## src/rtl/debounce_bank.sv

```systemverilog
// debounce_bank: a bank of independent debounce filters for buttons and switches.
// Each channel synchronises its raw pin and accepts a new level only after
// DEBOUNCE_LIMIT consecutive disagreeing cycles. It then emits registered
// rise/fall pulses and a one-shot long-press (held) pulse.

module debounce_ch #(
    parameter int DEBOUNCE_LIMIT = 20,
    parameter int SYNC_STAGES    = 2,
    parameter int HOLD_LIMIT     = 1000
) (
    input  logic i_clk,
    input  logic i_rst,
    input  logic i_bouncy,
    output logic o_debounced,
    output logic o_rise,
    output logic o_fall,
    output logic o_held
);
    localparam int DW = (DEBOUNCE_LIMIT > 2) ? $clog2(DEBOUNCE_LIMIT) : 1;
    localparam int HW = (HOLD_LIMIT > 2) ? $clog2(HOLD_LIMIT) : 1;
    localparam logic [DW-1:0] DMAX = DW'(DEBOUNCE_LIMIT - 1);
    localparam logic [HW-1:0] HMAX = HW'(HOLD_LIMIT - 1);

    logic [SYNC_STAGES-1:0] sync_q, sync_d;
    logic [DW-1:0]          cnt_q, cnt_d;
    logic [HW-1:0]          hold_q, hold_d, hold_inc;
    logic                   state_q, state_d;
    logic                   rise_q, rise_d;
    logic                   fall_q, fall_d;
    logic                   held_q, held_d;
    logic                   s;

    // Next-state: synchroniser shift, debounce accept, hold counting
    always_comb begin
        sync_d   = {sync_q[SYNC_STAGES-2:0], i_bouncy};
        s        = sync_q[SYNC_STAGES-1];
        cnt_d    = cnt_q;
        state_d  = state_q;
        rise_d   = 1'b0;
        fall_d   = 1'b0;
        hold_d   = hold_q;
        held_d   = 1'b0;
        hold_inc = hold_q + HW'(1);

        // Any agreeing cycle restarts the count, so short glitches never land
        if (s == state_q) begin
            cnt_d = '0;
        end else if (cnt_q == DMAX) begin
            state_d = s;
            cnt_d   = '0;
            rise_d  = s;
            fall_d  = ~s;
        end else begin
            cnt_d = cnt_q + DW'(1);
        end

        // Hold counter runs only while high and saturates, giving one pulse per press.
        // A fall on the same edge wins over the held pulse.
        if (!state_q) begin
            hold_d = '0;
        end else if (hold_q != HMAX) begin
            hold_d = hold_inc;
            held_d = (hold_inc == HMAX) && !fall_d;
        end
    end

    // State registers with synchronous reset; reset never produces a pulse
    always_ff @(posedge i_clk) begin
        if (i_rst) begin
            sync_q  <= '0;
            cnt_q   <= '0;
            hold_q  <= '0;
            state_q <= 1'b0;
            rise_q  <= 1'b0;
            fall_q  <= 1'b0;
            held_q  <= 1'b0;
        end else begin
            sync_q  <= sync_d;
            cnt_q   <= cnt_d;
            hold_q  <= hold_d;
            state_q <= state_d;
            rise_q  <= rise_d;
            fall_q  <= fall_d;
            held_q  <= held_d;
        end
    end

    assign o_debounced = state_q;
    assign o_rise      = rise_q;
    assign o_fall      = fall_q;
    assign o_held      = held_q;
endmodule

module debounce_bank #(
    parameter int NUM_CH         = 4,
    parameter int DEBOUNCE_LIMIT = 20,
    parameter int SYNC_STAGES    = 2,
    parameter int HOLD_LIMIT     = 1000
) (
    input  logic              i_clk,
    input  logic              i_rst,
    input  logic [NUM_CH-1:0] i_bouncy,
    output logic [NUM_CH-1:0] o_debounced,
    output logic [NUM_CH-1:0] o_rise,
    output logic [NUM_CH-1:0] o_fall,
    output logic [NUM_CH-1:0] o_held
);
    // One fully independent filter per channel
    for (genvar n = 0; n < NUM_CH; n++) begin : g_ch
        debounce_ch #(
            .DEBOUNCE_LIMIT(DEBOUNCE_LIMIT),
            .SYNC_STAGES   (SYNC_STAGES),
            .HOLD_LIMIT    (HOLD_LIMIT)
        ) u_ch (
            .i_clk      (i_clk),
            .i_rst      (i_rst),
            .i_bouncy   (i_bouncy[n]),
            .o_debounced(o_debounced[n]),
            .o_rise     (o_rise[n]),
            .o_fall     (o_fall[n]),
            .o_held     (o_held[n])
        );
    end
endmodule

```

## config.mk

```make
export PLATFORM = sky130hd
export DESIGN_NAME = debounce_bank
export DESIGN_NICKNAME = d
export VERILOG_FILES = /design/src/rtl/debounce_bank.sv
export SDC_FILE = /design/constraint.sdc
export NUM_CORES = 1
export LEC_CHECK = 0
export BUFFER_PORTS_ARGS = -buffer_cell sky130_fd_sc_hd__buf_2
export CORE_ASPECT_RATIO = 1.25
export CORE_UTILIZATION = 54
export DETAILED_ROUTE_END_ITERATION = 16
export GPL_TIMING_DRIVEN = 0
export MAX_ROUTING_LAYER = met4
export PLACE_DENSITY_LB_ADDON = 0.25
export SLEW_MARGIN = 10
export SYNTH_ARGS = -nofsm -noshare
export SYNTH_HDL_FRONTEND = slang
export SYNTH_SLANG_ARGS = --single-unit
```

## constraint.sdc

```tcl
create_clock -name i_clk -period 1.8 [get_ports i_clk]
set_clock_uncertainty 0.05 [all_clocks]
set_input_delay 0.36 -clock i_clk [delete_from_list [all_inputs] [get_ports i_clk]]
set_output_delay 0.36 -clock i_clk [all_outputs]
set_load 0.02 [all_outputs]
```

==> results of run 1 <==
## synth_stat cells (4+ instances only)
cell       n  area (µm²)
inv_1     16        60.1
or3_1      7        43.8
nand2b_1   8        50.1
nand3_1   28         140
clkbuf_1  10        37.5
nand2_1   19        71.3
o21ai_0    7        35.0
ha_1      12         150
nand4_1    6        37.5
nor3_1    15        75.1
and3_1     4        25.0
buf_4     16         120
a21oi_1   15        75.1
nor2b_1    9        56.3
dfxtp_1   84        1680
xnor2_1   28         245
nor2_1    54         203
nor4_1     4        25.0
xor2_1    19         166
nor4bb_1   6        60.1
## layout by cell type (no fill, tap or decap), drive strengths merged, types with 5 or more instances in the layout
cell and n:
a21oi 15, nand4 6, nor2b 9, nand2 19, nor2 54, xor2 19, nor4 5, xnor2 28
nand3 28, nor3 15, clkbuf 20, nand2b 8, nor4bb 6, inv 16, or3 7, buf 45
ha 12, dfxtp 84, o21ai 7
## layout make-up
cell class                 count  area, µm²  share of cell area [%]
multi-input combinational    280       1910                    44.2
buffer                        25        155                    3.59
timing repair buffer          29        165                    3.82
sequential                    84       1700                    39.2
clock buffer                  11        151                    3.50
inverter                      16       62.6                    1.45
clock inverter                 4       72.6                    1.68
tap                           87        109                    2.52
## metrics by stage
step | setup TNS (ns) | util, % | instance area, µm²
finish | 0 | 65.5 | 4320
global route | -0.000693 | 65.5 | 4320
CTS | -0.0120 | 64.8 | 4280
detailed placement | -2.78 | 59.3 | 3920
global placement | -2.36 | 59.3 | 3920
floorplan | 0 | - | 3700
## worst paths after layout
kind | from | endpoint | depth (start not counted)
min reg2reg | g_ch[2].u_ch.sync_q[0] | g_ch[2].u_ch.sync_q[1] | 1
min | i_bouncy[0] | g_ch[0].u_ch.sync_q[0] | 2
max | g_ch[2].u_ch.hold_q[1] | g_ch[2].u_ch.o_held | 5
max reg2reg | g_ch[2].u_ch.hold_q[1] | g_ch[2].u_ch.o_held | 5
## routing by layer
metal  GRT usage, %  part of all wire (%)  up-vias
li1               -                     -     1454
met1           22.9                    45     1301
met2           32.7                    49       46
met3           4.44                   3.4       10
met4           10.6                   2.1        0
met5              -                     0        -
## power breakdown
group / switching [mW] / total [mW] / internal [mW] / leakage [nW]
registers: 0.00668 / 1.87 / 1.86 / 0.682
logic: 0.0198 / 0.0367 / 0.0169 / 0.670
clock network: 0.649 / 1.50 / 0.847 / 0.111
total: 0.675 / 3.40 / 2.73 / 1.46
## cell families (layout without fill, tap and decap cells)
kind of cell,count (synthesis),in the layout
adder cells (fa/ha/maj),12,12
flip-flops,84,84
AND/OR/NAND/NOR,178,178
buffers and inverters,42,85
multiplexers,2,2
XOR/XNOR,47,47
AO/OA/AOI/OAI,41,41
## critical path: stages (launching register included)
cell and delay, ns:
dfxtp_4 0.38, ha_4 0.16, xnor2_1 0.13, a311o_1 0.28
or4b_4 0.52, nor4_2 0.13
## sequential cells by signal, summed over array words and instances (netlist names)
name                   flops
g_ch.u_ch.hold_q          40
g_ch.u_ch.cnt_q           20
g_ch.u_ch.sync_q           8
g_ch.u_ch.o_debounced      4
g_ch.u_ch.o_fall           4
g_ch.u_ch.o_held           4
g_ch.u_ch.o_rise           4
## what timing repair did
action | CTS | global route
hold buffers | 0 | 0
buffers inserted | 8 | 0
resized for setup | 20 | 11
setup endpoints to repair | 13 | 17
pin swaps | 6 | 1
==> results.json, run 1 <==
{
  "ys_ff_latch": 84,
  "cp.required_ns": 2.03,
  "ir_drop_mv": 0.667,
  "placedCellCount": 514,
  "worst_slew_pin_slew_ns": 0.499,
  "syn-num-nets": 424,
  "hold_path.class": "input pin to flop",
  "syn_avg_cell_area_um2": 9.10,
  "antenna_found_initial": 0,
  "cts_buffers": 9,
  "rows": 33,
  "synth_cells": 406,
  "wl_per_cell_um": 12.2,
  "final.fill_count": 547,
  "clk_path_buf_depth": 2,
  "synth-seq-area-share_pct": 45.5,
  "path_clk_slew_ns": 0.08,
  "clock.fmax_mhz": 576,
  "arrival_ns": 1.96,
  "slew_headroom_pct": 66.3,
  "groute.usage.overall_pct": 19.9,
  "synth_top_family_by_area": "simple AND/OR/NAND/NOR gates",
  "drt_wl_total_mm": 6.56,
  "cp-end-kind": "flop",
  "criticalPathCategory": "flop to flop",
  "cts-root-buf": "clkbuf_8",
  "startpoint_type": "flop",
  "drc": 0,
  "cts_tree": "done",
  "pre_cts_ws_ns": -0.343,
  "finalPower_mw": 3.40,
  "cellLeakagePower_nw": 1.46,
  "initial_utilization_pct": 55.9,
  "syn_area_mm2": 0.00369,
  "antenna_left": 0,
  "grt_pass1_vias": 2555,
  "final_cells": 536,
  "die_h_um": 94.5,
  "min_period_over_period_pct": 96.4,
  "ioPinCount": 22,
  "core_mm2": 0.00661,
  "diodes": 0,
  "gp_congestion": 0.854,
  "muxShareOfSynthArea_pct": 0.542,
  "first_pass_iters": 4,
  "avgViaCountPerCell": 5.24,
  "r2r_slack_ns": 0.07,
  "async_reset_ff_share_pct": 0,
  "power_density_mw_per_mm2": 787,
  "synth_edf_count": 0,
  "grt_overflow": 0,
  "yosys.area_share.adder_pct": 4.06,
  "yosysWarnings": 0,
  "area_delta_synth_final_pct": 17.0,
  "slew_viol_final": 0,
  "grt_pass1_wl_mm": 11.0,
  "clock_sinks": 84,
  "fp.dieW_um": 76.0,
  "finalCriticalPeriod_ns": 1.73,
  "synth-simple-area-share_pct": 25.6,
  "status": "completed",
  "whs_ns": 0.165,
  "final.setup.worst_slack_ns": 0.0650,
  "synth-main-ff-cell": "dfxtp_1",
  "die_area_mm2": 0.00718,
  "port_buffers": 21,
  "drive_above_1_share_pct": 19.6,
  "hold_viol": 0,
  "insertion_delay_ns": 0.36,
  "first_iter_violations": 124,
  "synth_compound_area_share_pct": 7.28,
  "maxCapViolCount": 0,
  "finalSetupViolations": 0,
  "synth_cell_types": 45,
  "h-tree-depth": 3,
  "final_nets": 463,
  "cp_max_fo": 4,
  "vias": 2811,
  "synth-xor-area-share_pct": 11.1,
  "dp_hpwl_mm": 4.32,
  "grt_max_degree": 14
}
Note: power is estimated with default switching activity, not from simulation.
==> inputs of run 2 (changes only) <==
Settings changed: CORE_UTILIZATION 54 to 24.
==> run 2 against run 1 <==
  * Clock power rose by 32%
  * First-iteration DRC count is 33% higher
  * Register-to-register slack got worse by 0.04 ns
  * Sequential share of layout area shrank 1.7 points
  * Sequential cell count stayed put
  * Combinational power is 6.0% higher
  * Sequential power barely moved
  * Global-route usage shrank 10 points
  * Maximum frequency is 2.1% lower
  * Cell count grew 17%
  * Non-clock buffer count shrank 4
  * Critical path type unchanged
  * Highest routed layer unchanged
==> results.json, run 2 (same netlist as run 1, synthesis figures left out) <==
{
  "status": "completed",
  "cts_buffers": 9,
  "cp.required_ns": 1.99,
  "clk_path_buf_depth": 2,
  "power_frac_comb_pct": 1.0,
  "startpoint_type": "flop",
  "cp-end-kind": "flop",
  "hold_viol": 0,
  "gp_congestion": 0.787,
  "drt_wl_total_mm": 7.29,
  "first_pass_iters": 4,
  "antenna_left": 0,
  "criticalPathCategory": "flop to flop",
  "ir_drop_mv": 0.418,
  "rows": 50,
  "internal-power_mw": 3.13,
  "antenna_found_initial": 0,
  "core_mm2": 0.0150,
  "finalSetupViolations": 0,
  "h-tree-depth": 3,
  "min_period_over_period_pct": 98.4,
  "worst_slew_pin_slew_ns": 0.578,
  "cp_max_fo": 5,
  "diodes": 0,
  "final.setup.worst_slack_ns": 0.0283,
  "slew_viol_final": 0,
  "grt_overflow": 0,
  "cts_tree": "done",
  "crit_chain": "ha_4 -> nor4bb_4 -> a311o_1 -> or4b_4 -> nor4_2",
  "area_delta_synth_final_pct": 22.4,
  "pre_cts_ws_ns": -0.324,
  "grt_pass1_vias": 2753,
  "initial_utilization_pct": 24.6,
  "slowest_stage": "or4b_4",
  "fp.dieW_um": 113,
  "path_clk_slew_ns": 0.06,
  "final_nets": 459,
  "avgViaCountPerCell": 4.52,
  "wl_per_cell_um": 11.6,
  "worst-path-buf-inv": 0,
  "top_register": "g_ch.u_ch.hold_q",
  "cellLeakagePower_nw": 1.49,
  "hold_path.class": "input pin to flop",
  "first_iter_violations": 165,
  "rsz0062_at_grt": "true",
  "groute.usage.overall_pct": 9.84,
  "finalCriticalPeriod_ns": 1.77,
  "clock_sinks": 84,
  "dp_hpwl_mm": 5.10,
  "drc": 0,
  "power_density_mw_per_mm2": 860,
  "largest_reg_flops": 40,
  "ioPinCount": 22,
  "insertion_delay_ns": 0.33,
  "top_regs": "g_ch.u_ch.hold_q (40), g_ch.u_ch.cnt_q (20), g_ch.u_ch.sync_q (8)",
  "vias": 2836,
  "die_area_mm2": 0.0159,
  "grt_max_degree": 14,
  "critical-path-top-delay-family": "simple AND/OR/NAND/NOR gates",
  "cpPeakStageDelay_ns": 0.52,
  "clkPwrFrac_pct": 50.8,
  "clock.fmax_mhz": 564,
  "maxCapViolCount": 0,
  "port_buffers": 21,
  "switching_power_mw": 0.757,
  "grt_pass1_wl_mm": 12.2,
  "slew_headroom_pct": 61.5,
  "fin_util_pct": 30.1,
  "final_cell_mix": "dfxtp_1 (77), nor2_1 (54), xnor2_1 (28)",
  "arrival_ns": 1.96,
  "final_common_cell": "dfxtp_1",
  "drive_above_1_share_pct": 18.6,
  "final.fill_count": 1601,
  "die_h_um": 141,
  "switching_share_pct": 19.5,
  "power_frac_seq_pct": 48.2,
  "cts-root-buf": "clkbuf_16"
}
[run 2: area by class of cell]
class	instances	area, µm²	area share, %
Multi-Input combinational cell	280	1920	42.5
Sequential cell	84	1700	37.5
Clock buffer	11	243	5.37
Tap cell	182	228	5.04
Timing Repair Buffer	27	150	3.32
Buffer	23	146	3.24
Clock inverter	5	75.1	1.66
Inverter	16	62.6	1.38
[run 2: worst reg2reg max path, stage by stage, from the launching register on]
cell and delay, ns:
dfxtp_2 0.33, ha_4 0.16, nor4bb_4 0.16, a311o_1 0.32, or4b_4 0.52, nor4_2 0.14
[run 2: path summary, 6_finish.rpt]
check                           endpoint  slack [ns]  cells past startpoint                    from
setup / recovery     g_ch[2].u_ch.o_held        0.03                      5   g_ch[2].u_ch.cnt_q[1]
hold reg to reg   g_ch[0].u_ch.sync_q[1]        0.39                      1  g_ch[0].u_ch.sync_q[0]
hold / removal    g_ch[0].u_ch.sync_q[0]        0.19                      2             i_bouncy[0]
setup reg to reg     g_ch[2].u_ch.o_held        0.03                      5   g_ch[2].u_ch.cnt_q[1]
[run 2: stage by stage]
stage | cell area (µm²) | std cells | setup TNS (ns) | hold slack, ns | total power, mW
finish | 4520 | 628 | 0 | 0.191 | 3.89
global route | 4520 | 628 | -0.0120 | 0.188 | 4.03
CTS | 4470 | 628 | -0.0605 | 0.187 | 3.94
detailed placement | 4040 | 609 | -3.00 | 0.372 | 1.96
global placement | 4040 | 609 | -2.81 | 0.371 | 1.96
floorplan | 3700 | 406 | 0 | 0.364 | 1.94
[run 2: what timing repair did]
item	CTS	global route
setup buffers	5	1
gates cloned	0	0
pin swaps	5	2
endpoints found under the setup margin	13	21
hold buffers	0	0
resized for setup	19	11
[run 2: power groups by stage]
stage	Sequential (mW)	Combinational [mW]	Clock [mW]
after floorplan	1.92	0.0229	0
after global placement	1.92	0.0380	0
after detailed placement	1.92	0.0387	0
after CTS	1.87	0.0400	2.02
after global routing	1.87	0.0444	2.12
final	1.87	0.0389	1.98
[run 2: per-layer routing]
layer	GRT usage (%)	vias up	share of wire (%)
li1	-	1452	-
met1	11.4	1327	47
met2	16.1	39	47
met3	2.28	18	3.2
met4	4.57	0	2.4
met5	-	-	0
